[src/rtl/tia_input_ctrl.sv]
// TIA input control: fire-button follow/latch sequencing, paddle dump/charge timing, INPT read mux.
// Optional fire debounce is built when TIA_INPUT_DEBOUNCE_EN is defined.
module tia_input_ctrl #(
  parameter int SYNC_STAGES     = 2,
  parameter int PADDLE_W        = 8,
  parameter int DEBOUNCE_CYCLES = 4
) (
  input  logic                  i_clock,
  input  logic                  i_reset,
  input  logic                  i_wr_en,
  input  logic [7:0]            i_wr_data,
  input  logic [1:0]            i_fire_n,
  input  logic [2*PADDLE_W-1:0] i_paddle_pos,
  output logic [1:0]            o_follow,
  output logic [1:0]            o_latch,
  output logic [1:0]            o_inpt_fire,
  output logic [1:0]            o_inpt_paddle,
  input  logic [2:0]            i_rd_addr,
  output logic [7:0]            o_rd_data
);

  // state    | meaning
  // FOLLOW   | tia_l cells transparent, inpt_fire tracks the buttons
  // GAP_L    | both controls low for one cycle before latching
  // LATCH    | cells hold; a press sticks until FOLLOW resumes
  // GAP_F    | both controls low for one cycle before following
  typedef enum logic [1:0] {ST_FOLLOW, ST_GAP_L, ST_LATCH, ST_GAP_F} state_t;

  state_t              r_state;
  logic                r_latch_en;
  logic                r_dump;
  logic [1:0]          r_follow;
  logic [1:0]          r_latch;
  logic [1:0]          r_inpt_fire;
  logic [1:0]          r_inpt_paddle;
  logic [7:0]          r_rd_data;
  logic [1:0]          r_sync [SYNC_STAGES];
  logic [PADDLE_W-1:0] r_pcnt [2];
  logic [1:0]          w_fire_s;
  logic [1:0]          w_fire_q;
  logic                w_rd_bit;
  logic                w_unused_wr_bits;

  assign w_unused_wr_bits = ^i_wr_data[5:0];

  always_ff @(posedge i_clock or posedge i_reset) begin
    if (i_reset) begin
      r_latch_en <= 1'b0;
      r_dump     <= 1'b0;
    end else if (i_wr_en) begin
      r_latch_en <= i_wr_data[6];
      r_dump     <= i_wr_data[7];
    end
  end

  always_ff @(posedge i_clock or posedge i_reset) begin
    if (i_reset) begin
      for (int k = 0; k < SYNC_STAGES; k++) r_sync[k] <= 2'b11;
    end else begin
      r_sync[0] <= i_fire_n;
      for (int k = 1; k < SYNC_STAGES; k++) r_sync[k] <= r_sync[k-1];
    end
  end

  assign w_fire_s = r_sync[SYNC_STAGES-1];

`ifdef TIA_INPUT_DEBOUNCE_EN
  localparam int DB_W = (DEBOUNCE_CYCLES < 2) ? 1 : $clog2(DEBOUNCE_CYCLES);
  localparam logic [DB_W-1:0] DB_LOAD = DB_W'(DEBOUNCE_CYCLES - 1);

  logic [1:0]      r_deb;
  logic [DB_W-1:0] r_db_cnt [2];

  // Down-counter reloads whenever the input agrees; terminal count accepts the change.
  always_ff @(posedge i_clock or posedge i_reset) begin
    if (i_reset) begin
      r_deb <= 2'b11;
      for (int i = 0; i < 2; i++) r_db_cnt[i] <= DB_LOAD;
    end else begin
      for (int i = 0; i < 2; i++) begin
        if (w_fire_s[i] == r_deb[i]) begin
          r_db_cnt[i] <= DB_LOAD;
        end else if (r_db_cnt[i] == '0) begin
          r_deb[i]    <= w_fire_s[i];
          r_db_cnt[i] <= DB_LOAD;
        end else begin
          r_db_cnt[i] <= r_db_cnt[i] - 1'b1;
        end
      end
    end
  end

  assign w_fire_q = r_deb;
`else
  assign w_fire_q = w_fire_s;
`endif

  always_ff @(posedge i_clock or posedge i_reset) begin
    if (i_reset) begin
      r_state     <= ST_FOLLOW;
      r_follow    <= 2'b11;
      r_latch     <= 2'b00;
      r_inpt_fire <= 2'b11;
    end else begin
      case (r_state)
        ST_FOLLOW: begin
          if (r_latch_en) begin
            r_state     <= ST_GAP_L;
            r_follow    <= 2'b00;
            r_inpt_fire <= 2'b11;
          end else begin
            r_inpt_fire <= w_fire_q;
          end
        end
        ST_GAP_L: begin
          r_state     <= ST_LATCH;
          r_latch     <= 2'b11;
          r_inpt_fire <= r_inpt_fire & w_fire_q;
        end
        ST_LATCH: begin
          r_inpt_fire <= r_inpt_fire & w_fire_q;
          if (!r_latch_en) begin
            r_state <= ST_GAP_F;
            r_latch <= 2'b00;
          end
        end
        ST_GAP_F: begin
          r_state     <= ST_FOLLOW;
          r_follow    <= 2'b11;
          r_inpt_fire <= w_fire_q;
        end
        default: begin
          r_state  <= ST_FOLLOW;
          r_follow <= 2'b11;
          r_latch  <= 2'b00;
        end
      endcase
    end
  end

  // Counters saturate so a far threshold stays reached instead of wrapping.
  always_ff @(posedge i_clock or posedge i_reset) begin
    if (i_reset) begin
      r_inpt_paddle <= 2'b00;
      for (int i = 0; i < 2; i++) r_pcnt[i] <= '0;
    end else begin
      for (int i = 0; i < 2; i++) begin
        if (r_dump) begin
          r_pcnt[i]        <= '0;
          r_inpt_paddle[i] <= 1'b0;
        end else begin
          if (r_pcnt[i] != {PADDLE_W{1'b1}}) r_pcnt[i] <= r_pcnt[i] + PADDLE_W'(1);
          r_inpt_paddle[i] <= (r_pcnt[i] >= i_paddle_pos[i*PADDLE_W +: PADDLE_W]);
        end
      end
    end
  end

  always_comb begin
    w_rd_bit = 1'b0;
    case (i_rd_addr)
      3'd0:    w_rd_bit = r_inpt_paddle[0];
      3'd1:    w_rd_bit = r_inpt_paddle[1];
      3'd4:    w_rd_bit = r_inpt_fire[0];
      3'd5:    w_rd_bit = r_inpt_fire[1];
      default: w_rd_bit = 1'b0;
    endcase
  end

  always_ff @(posedge i_clock or posedge i_reset) begin
    if (i_reset) r_rd_data <= 8'h00;
    else         r_rd_data <= {w_rd_bit, 7'b0};
  end

  assign o_follow      = r_follow;
  assign o_latch       = r_latch;
  assign o_inpt_fire   = r_inpt_fire;
  assign o_inpt_paddle = r_inpt_paddle;
  assign o_rd_data     = r_rd_data;

endmodule

[config.mk]
export PLATFORM = sky130hd
export DESIGN_NAME = tia_input_ctrl
export DESIGN_NICKNAME = d
export VERILOG_FILES = /design/src/rtl/tia_input_ctrl.sv
export SDC_FILE = /design/constraint.sdc
export NUM_CORES = 1
export LEC_CHECK = 0
export ABC_AREA = 1
export BUFFER_PORTS_ARGS = -buffer_cell sky130_fd_sc_hd__clkbuf_2
export CAP_MARGIN = 20
export CELL_PAD_IN_SITES_DETAIL_PLACEMENT = 1
export CELL_PAD_IN_SITES_GLOBAL_PLACEMENT = 2
export CORE_ASPECT_RATIO = 1.4
export CORE_MARGIN = 2
export CORE_UTILIZATION = 33
export DETAILED_ROUTE_END_ITERATION = 7
export GPL_ROUTABILITY_DRIVEN = 0
export MAX_ROUTING_LAYER = met4
export PLACE_DENSITY = 0.83
export SETUP_SLACK_MARGIN = 0.5
export SYNTH_ARGS = -nofsm -noshare
export SYNTH_HDL_FRONTEND = slang
export SYNTH_SLANG_ARGS = --single-unit
export TNS_END_PERCENT = 20
[constraint.sdc]
create_clock -name i_clock -period 2.15 [get_ports i_clock]
set_clock_uncertainty 0.05 [all_clocks]
set_input_delay 0.215 -clock i_clock [delete_from_list [all_inputs] [get_ports i_clock]]
set_output_delay 0.215 -clock i_clock [all_outputs]
set_load 0.01 [all_outputs]
Yosys cells after proc, flatten, opt, wreduce, memory -nomap -nowiden
Cells that the tools add are included.
- flip-flop bits (word level): 33
- input port bits: 32
- $add $sub $neg: 2
- $lt $le $gt $ge: 2
- equal/unequal tests: 10
- mux-type cells: 16
- bitwise operators: 1
- reductions and logical operators: 10
- operator list (kind ; count):
    8-bit two-way mux ; 4
    8-bit by 1-bit adder with 8-bit output, second input constant ; 2
    8-bit greater-or-equal comparator ; 2
    8-bit != test, second input constant ; 2
    2-bit two-way mux ; 5
    2-bit case mux with 2 select lines ; 2
    2-bit case mux with 4 select lines ; 1
    2-bit nonzero test ; 4
    3-bit == test, second input constant ; 2
    2-bit case mux with 3 select lines ; 1
    2-bit AND reduction ; 3
    2-bit == test, second input constant ; 2
    2-bit != test, second input constant ; 2
    1-bit case mux with 4 select lines ; 1
    3-bit by 1-bit == test with 1-bit output, second input constant ; 1
    3-bit zero test ; 1
    2-bit bitwise AND ; 1
    2-bit by 1-bit == test with 1-bit output, second input constant ; 1
    2-bit zero test ; 1
    1-bit two-way mux ; 2
    2-bit OR reduction ; 1

Logic depth before layout (Yosys ltp)
Gate-level depths: netlist (run 1).
- depth after elaboration: 3
- mapped depth: 9
- mapped depth without buffers: 9

Worst setup path before layout (run 1)
Ideal clock, no wire load.
- kind: register to register
- start: reg r_pcnt[8] (netlist bit)
- end: reg r_pcnt[12] (netlist bit)
- arrival time: 1.115 ns
- data required time: 1.980 ns
- path slack: 0.864 ns
- cell stages (with the launch flop): 7
- buffers on the path: 0
- cell sequence: dfrtp_1 ha_1 nand2_2 nor2_1 or2_2 nand3_1 nand2_1
- cells in the longest elaborated chain, start to end: 3
- RTL lines (what ; line ; text):
    start: declaration ; 38 ; logic [PADDLE_W-1:0] r_pcnt [2];
    start signal: indexed assignment ; 149 ; r_pcnt[i] <= '0;
    8-bit by 1-bit adder with 8-bit output ; 152 ; if (r_pcnt[i] != {PADDLE_W{1'b1}}) r_pcnt[i] <= r_pcnt[i] + PADDLE_W'(1);
    8-bit two-way mux ; 152 ;
    8-bit two-way mux ; 148 ; if (r_dump) begin
Parallel ways exist; a longest one is shown, timed or not. The select of a mux whose other input is x is not followed.
A chain may end at the register's enable or synchronous reset.

Final worst setup path (run 1)
- start: reg r_pcnt[8] (netlist bit)
- end: reg r_pcnt[9] (netlist bit)
Same word-level chain as after synthesis.

==> run summary, run 1 <==
* complete, no violations — status
* 0.28 ns — clock latency of the later-clocked register in the worst-skew pair
* 316 µV — worst vdd ir
* 8.13 µm² — mean cell area of the mapped netlist
* 0 — ANT nets after route
* 39.7% — proportion of synthesized chip area in sequential cells
* 1980 µm² — post-synth design cell area
* 3 — quantity of hold-fixing buffers added after cts
* 31 — CTS sink cnt
* 22.5% — fraction of final layout cells with drive strength greater than 1
* 8 — Worst Reg-to-Reg Cells
* 48 — Top-Level Pins
* 5820 µm² — Core Box Area
* 2 — number of H-tree branching levels
* sky130_fd_sc_hd__clkbuf_8 — root buffer cell
* in2reg — HP Class
* 3280 µm — post-DP HPWL
* 2 — maximum clock insertion buffer count
* sky130_fd_sc_hd__dfrtp_1, sky130_fd_sc_hd__ha_1, sky130_fd_sc_hd__nand2_1 — top cells by area, synth
* 0 — Max-cap violations
* 2.27 ns — Data required, critical path
* 1.44 ns — Final Critical Period
* 16.4% — Synth-to-Final Area Change
* 0 ns — Final TNS setup
* 0 — number of antenna violations at the first check in global routing
* 32 — largest net degree at the start of global routing
* 33 — cell row count
* 338 — net count of the finished layout
* 29 — synth unique cells
* 0 — number of warnings printed during yosys synthesis
* 0 — grt total ovfl
* 0 — number of endpoints with negative hold slack in the final report
* 4110 µm — aggregate routed wire length
* 0.0353 ns — hold slack final
* 69.4 µm — x dimension of the die
* 0.06 ns — clock transition time at the flip-flop clock pins of the worst setup and hold paths
* 1648 — routed vias
* flop — kind of start point of the critical path
* 0 — DRC errors left
* 39.5% — end-of-flow core utilization
* reg2reg — WS Path Type
* 5 — clock buffers created by TritonCTS
* 59 — Iter 0 DRT Violations
* 1.56 ns — worst path arrival time
* 33.9% — Starting Density
* 14.1% — combined global-route utilization of all metal layers
* built — CTS tree
* 0 — max-slew violation count
* 0 — number of setup violations in the final report
* 694 MHz — top achievable clock speed
* 3 — number of search-and-repair iterations in the first detailed-routing pass
* 0 — post-CTS repair timing setup buffer count
* 1.34 nW — static leakage power
* false — RSZ-0062 raised after global routing
* 0 — quantity of gates resized following cts
* 1665 — vias in the first global route
* 95.6 µm — height of the die
* 7250 µm — global-route wire length before repair
* 7 — largest driver fanout on the critical path
* 6630 µm² — Total Die Area
* flop — type of destination of the critical path
* 0 — diode insertion count for antenna repair
* 748 — fill cell count
* 2 — cell count of the worst hold path
* 31 — number of register bits inferred by synthesis
* 67.1% — fraction of the cycle the final worst path needs
* 34 — number of buffers added on ports
* sky130_fd_sc_hd__dfrtp_1 — area leader, netlist
* 763 nW/µm² — power density over the cells
* 30.4% — portion of synthesized cell area occupied by the leading cell type
* 4.64 — detail-routed via count per cell
* 11.6 µm — Routed wire per std cell
* 243 — Syn Inst Count
[power by group]
part | internal [mW] | leakage [nW] | total (mW) | switching [mW]
logic | 0.220 | 0.908 | 0.532 | 0.312
clock network | 0.227 | 0.0422 | 0.432 | 0.206
registers | 0.701 | 0.392 | 0.791 | 0.0899
total | 1.15 | 1.34 | 1.76 | 0.608
[cells in the final DEF (no fill, tap or decap), types with 2 or more instances in the layout]
cell                             n
sky130_fd_sc_hd__nor2_1         15
sky130_fd_sc_hd__dfstp_2         7
sky130_fd_sc_hd__nand2_1        54
sky130_fd_sc_hd__inv_2           4
sky130_fd_sc_hd__or2_1           2
sky130_fd_sc_hd__nand4_1         6
sky130_fd_sc_hd__ha_1           22
sky130_fd_sc_hd__clkbuf_2       34
sky130_fd_sc_hd__o21ai_0         6
sky130_fd_sc_hd__a21oi_1        11
sky130_fd_sc_hd__clkinv_2        2
sky130_fd_sc_hd__dlygate4sd3_1   3
sky130_fd_sc_hd__conb_1          7
sky130_fd_sc_hd__nor2_2          3
sky130_fd_sc_hd__o21a_1          2
sky130_fd_sc_hd__clkbuf_1        2
sky130_fd_sc_hd__nand3_1        15
sky130_fd_sc_hd__inv_1          42
sky130_fd_sc_hd__dfrtp_1        24
sky130_fd_sc_hd__o21ai_1         5
sky130_fd_sc_hd__nand3_4         2
sky130_fd_sc_hd__clkbuf_8        5
sky130_fd_sc_hd__or2_2           2
[metrics by stage]
stage               instances  setup slack (ns)  area (µm²)  total power, mW
floorplan                 249             0.864        2000             1.18
global placement          344             0.709        2190             1.32
detailed placement        344             0.697        2190             1.34
CTS                       355             0.682        2300             1.80
global route              355             0.544        2300             1.91
finish                    355             0.708        2300             1.76
[synthesized netlist by cell type]
master	n
sky130_fd_sc_hd__a22o_1	1
sky130_fd_sc_hd__or2_1	2
sky130_fd_sc_hd__o211ai_1	1
sky130_fd_sc_hd__nor2_1	15
sky130_fd_sc_hd__o31ai_1	1
sky130_fd_sc_hd__nand4_1	6
sky130_fd_sc_hd__buf_4	10
sky130_fd_sc_hd__or2_2	2
sky130_fd_sc_hd__inv_1	42
sky130_fd_sc_hd__a21oi_1	11
sky130_fd_sc_hd__nand2_2	1
sky130_fd_sc_hd__nand3_2	1
sky130_fd_sc_hd__nand3_4	2
sky130_fd_sc_hd__nor3_2	1
sky130_fd_sc_hd__dfrtp_1	24
sky130_fd_sc_hd__nand3_1	15
sky130_fd_sc_hd__o21ai_1	5
sky130_fd_sc_hd__o21ai_0	6
sky130_fd_sc_hd__clkinv_2	1
sky130_fd_sc_hd__xor2_1	1
sky130_fd_sc_hd__conb_1	1
sky130_fd_sc_hd__ha_1	22
sky130_fd_sc_hd__nor2_8	1
sky130_fd_sc_hd__inv_2	4
sky130_fd_sc_hd__o21a_1	2
sky130_fd_sc_hd__nor3_1	1
sky130_fd_sc_hd__nand2_1	54
sky130_fd_sc_hd__dfstp_2	7
sky130_fd_sc_hd__nor2_2	3
[layer usage]
layer	vias to the layer above	share of wire, %	global-route usage (%)
met2	25	57	27.4
met5	-	0	-
met4	0	1.4	3.92
li1	834	-	-
met3	5	3.4	2.96
met1	784	38	14.1
[registers in the layout (all words and copies together), names as in the netlist]
register / cells
w_fire_q: 2
r_latch_en: 1
o_follow: 1
o_inpt_paddle: 2
r_pcnt: 16
r_state: 2
o_inpt_fire: 2
o_latch: 1
r_dump: 1
r_sync: 2
o_rd_data: 1
[worst paths after layout]
kind | start | endpoint | slack [ns]
max | r_pcnt[8]$_DFFE_PP0P_ | r_pcnt[9]$_DFFE_PP0P_ | 0.71
min | i_rd_addr[1] | o_rd_data[7]$_DFF_PP0_ | 0.04
max in group asynchronous | i_reset | r_sync[2]$_DFF_PP1_ | 1.21
min in group asynchronous | i_reset | r_pcnt[10]$_DFFE_PP0P_ | 0.50
min reg2reg | r_sync[2]$_DFF_PP1_ | w_fire_q[0]$_DFF_PP1_ | 0.30
max reg2reg | r_pcnt[8]$_DFFE_PP0P_ | r_pcnt[9]$_DFFE_PP0P_ | 0.71
[cell type report]
type,instances,area (µm²),share of cell area [%]
clock buffer,7,76.3,3.32
clock inverter,1,5.00,0.218
inverter,47,178,7.73
multi-input combinational,161,961,41.8
sequential,31,785,34.1
tap,70,87.6,3.81
timing repair buffer,38,208,9.03
[critical path, cell delays in order (launching register included)]
cell and delay [ns]:
sky130_fd_sc_hd__dfrtp_1 0.45, sky130_fd_sc_hd__ha_1 0.22, sky130_fd_sc_hd__nand2_2 0.07, sky130_fd_sc_hd__clkinv_2 0.07, sky130_fd_sc_hd__nand3_4 0.08, sky130_fd_sc_hd__nor2_8 0.13, sky130_fd_sc_hd__nand3_4 0.12, sky130_fd_sc_hd__nand2_1 0.09
sky130_fd_sc_hd__nand2_1 0.05
[kinds of logic after synthesis]
| family | count (synthesis) | share of synthesized area, % |
|---|---|---|
| buf+inv | 57 | 12.8 |
| simple gates | 104 | 25.4 |
| xor+xnor | 1 | 0.443 |
| compound gates | 27 | 7.54 |
| flops | 31 | 39.7 |
| fa+ha+maj | 22 | 13.9 |
| other cells | 1 | 0.190 |
No activity file was read; power rests on OpenSTA's default activity.
==> run 2, diff against run 1 <==
--- a/config.mk
+++ b/config.mk
@@ -12,11 +12,11 @@
 export CELL_PAD_IN_SITES_GLOBAL_PLACEMENT = 2
 export CORE_ASPECT_RATIO = 1.4
 export CORE_MARGIN = 2
-export CORE_UTILIZATION = 33
+export CORE_UTILIZATION = 27
 export DETAILED_ROUTE_END_ITERATION = 7
 export GPL_ROUTABILITY_DRIVEN = 0
 export MAX_ROUTING_LAYER = met4
-export PLACE_DENSITY = 0.83
+export PLACE_DENSITY = 0.72
 export SETUP_SLACK_MARGIN = 0.5
 export SYNTH_ARGS = -nofsm -noshare
 export SYNTH_HDL_FRONTEND = slang
==> constraint.sdc (replaced) <==
create_clock -name i_clock -period 1.2 [get_ports i_clock]
set_clock_uncertainty 0.05 [all_clocks]
set_input_delay 0.12 -clock i_clock [delete_from_list [all_inputs] [get_ports i_clock]]
set_output_delay 0.12 -clock i_clock [all_outputs]
set_load 0.01 [all_outputs]
==> run 2 against run 1 <==
The run now ends with hold timing, setup timing left. Core utilization rose by 1.3 points. Global-route usage increased by 0.34 points. Fmax is 8.0% higher. Sequential power is 81% higher. Flip-flop and latch count unchanged. Cell count is 15% higher. Worst setup slack got worse by 0.84 ns. Sequential share of layout area is 6.7 points lower. Clock power increased to 2.5 times the previous value. Count of clock-buffer cells in the layout shrank 1.
==> run summary, run 2 (same netlist as run 1, synthesis figures left out) <==
* met4 — highest metal used
* 2.89 mW — cell-internal power
* 3870 µm — post-DP HPWL
* r_pcnt — register bank with the most flops
* 17 — number of setup violations in the final report
* 1.46 ns — worst path arrival time
* 42.8% — portion of total power attributed to combinational logic
* 0 — grt total ovfl
* sky130_fd_sc_hd__nand2_1 — most frequent standard cell in the layout excluding fill and tap cells
* 367 — net count of the finished layout
* 4.35 — detail-routed via count per cell
* flop — kind of start point of the critical path
* 1890 µm — met1 layer wirelength in the final routing
* 519 µV — worst vdd ir
* 24 — number of endpoints with negative hold slack in the final report
* 28.1% — Starting Density
* 8770 µm — global-route wire length before repair
* 5 — clock buffers created by TritonCTS
* 31 — CTS sink cnt
* 41 — Iter 0 DRT Violations
* true — RSZ-0062 raised after global routing
* hold timing, setup timing — violated checks
* 1.34 ns — Final Critical Period
* 42.4% — fraction of final layout cells with drive strength greater than 1
* 14.4% — combined global-route utilization of all metal layers
* 141 µm — met3 layer wire length in the routed design
* 7030 µm² — Core Box Area
* 48 — Top-Level Pins
* 0.07 ns — clock transition time at the flip-flop clock pins of the worst setup and hold paths
* 1.55 nW — static leakage power
* 0 — max-slew violation count
* 5180 µm — aggregate routed wire length
* sky130_fd_sc_hd__nand2_1, sky130_fd_sc_hd__inv_1, sky130_fd_sc_hd__clkbuf_2, sky130_fd_sc_hd__dfrtp_1, sky130_fd_sc_hd__buf_4 — highest-count cells in the layout ignoring fill and taps
* ha_2 -> nand2_2 -> clkinv_2 -> nand3_4 -> nor2_8 -> nand3_4 -> nand2_1 -> nand2_1 — critical-path cell list
* 1.33 ns — Data required, critical path
* 7 — largest driver fanout on the critical path
* 1974 — vias in the first global route
* sky130_fd_sc_hd__clkbuf_8 — root buffer cell
* 0 — ANT nets after route
* 749 MHz — top achievable clock speed
* 1.51 mW — net load switching power
* reg2reg — WS Path Type
* 34 — number of buffers added on ports
* 34.4% — sw frac
* -0.176 ns — worst slack at placement
* 1540 nW/µm² — power density over the cells
* 111% — fraction of the cycle the final worst path needs
* 0 — Max-cap violations
* -0.189 ns — hold slack final
* sky130_fd_sc_hd__dfrtp_1 — critical-path cell with the highest stage delay
* -1.02 ns — Final TNS setup
* 3 — quantity of hold-fixing buffers added after cts
* 2 — number of H-tree branching levels
* 32 — largest net degree at the start of global routing
* 0.28 ns — clock latency of the later-clocked register in the worst-skew pair
* 1 — Buf+Inv Stages, Crit Path
* finished, violations left — status
* 105 µm — height of the die
* 2 — maximum clock insertion buffer count
* simple AND/OR/NAND/NOR gates — cell family with the largest share of critical-path delay
* 0 — DRC errors left
* 45.0% — Synth-to-Final Area Change
* 0.40 ns — Critical Path Max Stage Delay
* 76.3 µm — x dimension of the die
* in2async — HP Class
* 3050 µm — met2 WL post-DR
* 16 — number of flip-flops in the largest register
* 0 — number of antenna violations at the first check in global routing
* 24.7% — clock power share
* built — CTS tree
* 32.5% — sequential group share of total power
* 36 — cell row count
* flop — type of destination of the critical path
* 8030 µm² — Total Die Area
* 0 — diode insertion count for antenna repair
* 12.7 µm — Routed wire per std cell
* -0.136 ns — Final WS setup
* 1778 — routed vias
* 4 — number of search-and-repair iterations in the first detailed-routing pass
==> run 2: changes by cell type in the layout (fill, tap and decap cells not counted), moves of 7 or more <==
cell                       previous run  this run
sky130_fd_sc_hd__ha_1                22        15
sky130_fd_sc_hd__clkbuf_2            34        25
sky130_fd_sc_hd__inv_1               42        35
sky130_fd_sc_hd__buf_4                1        23
sky130_fd_sc_hd__buf_6                0         8
==> run 2: power groups by stage <==
stage / sequential [mW] / combinational [mW] / clock (mW)
after detailed placement: 1.42 / 1.22 / 0
after CTS: 1.41 / 1.80 / 1.12
after floorplan: 1.43 / 0.698 / 0
after global routing: 1.46 / 2.08 / 1.17
final: 1.43 / 1.88 / 1.09
after global placement: 1.41 / 1.18 / 0
==> run 2: tightest hold or removal path, cell delays in order <==
cell and delay [ns]:
sky130_fd_sc_hd__clkbuf_2 0.08, sky130_fd_sc_hd__inv_1 0.09, sky130_fd_sc_hd__buf_12 0.22
==> run 2: repair_timing <==
action	CTS	global route
cloned	1	0
pin swaps	16	11
buffers inserted	5	1
resized for setup	46	23
setup endpoints to repair	36	36
hold endpoints to repair	28	24
==> run 2: per-layer routing <==
layer  vias to the layer above  global-route usage, %
met4                         0                   5.84
li1                        892                      -
met5                         -                      -
met2                        30                   29.0
met1                       850                   12.9
met3                         6                   2.65
==> run 2: worst paths after layout <==
kind | start | to | slack [ns] | cells past startpoint
min in group i_clock | i_wr_en | r_latch_en$_DFFE_PP0P_ | 0 | 2
setup / recovery | r_pcnt[8]$_DFFE_PP0P_ | r_pcnt[8]$_DFFE_PP0P_ | -0.14 | 8
hold / removal | i_reset | r_pcnt[9]$_DFFE_PP0P_ | -0.19 | 3
hold reg to reg | r_sync[2]$_DFF_PP1_ | w_fire_q[0]$_DFF_PP1_ | 0.31 | 0
setup reg to reg | r_pcnt[8]$_DFFE_PP0P_ | r_pcnt[8]$_DFFE_PP0P_ | -0.14 | 8
max in group asynchronous | i_reset | o_follow[0]$_DFFE_PP1P_ | 1.05 | 3
==> run 2: final cells by class <==
type                            count  area, µm²
Tap cell                           95        119
Clock inverter                      2       35.0
Fill cell                         859       4160
Timing Repair Buffer               66        483
Clock buffer                        6       82.6
Sequential cell                    31        786
Multi-Input combinational cell    162       1170
Inverter                           47        185
==> run 2: stage by stage <==
step                std cells  utilization [%]  total power [mW]  cell area, µm²
finish                    409             40.8              4.40            2860
global route              409             40.8              4.71            2860
CTS                       408             39.7              4.34            2790
detailed placement        391             34.8              2.63            2440
global placement          391             34.8              2.59            2440
floorplan                 249                -              2.13            2030
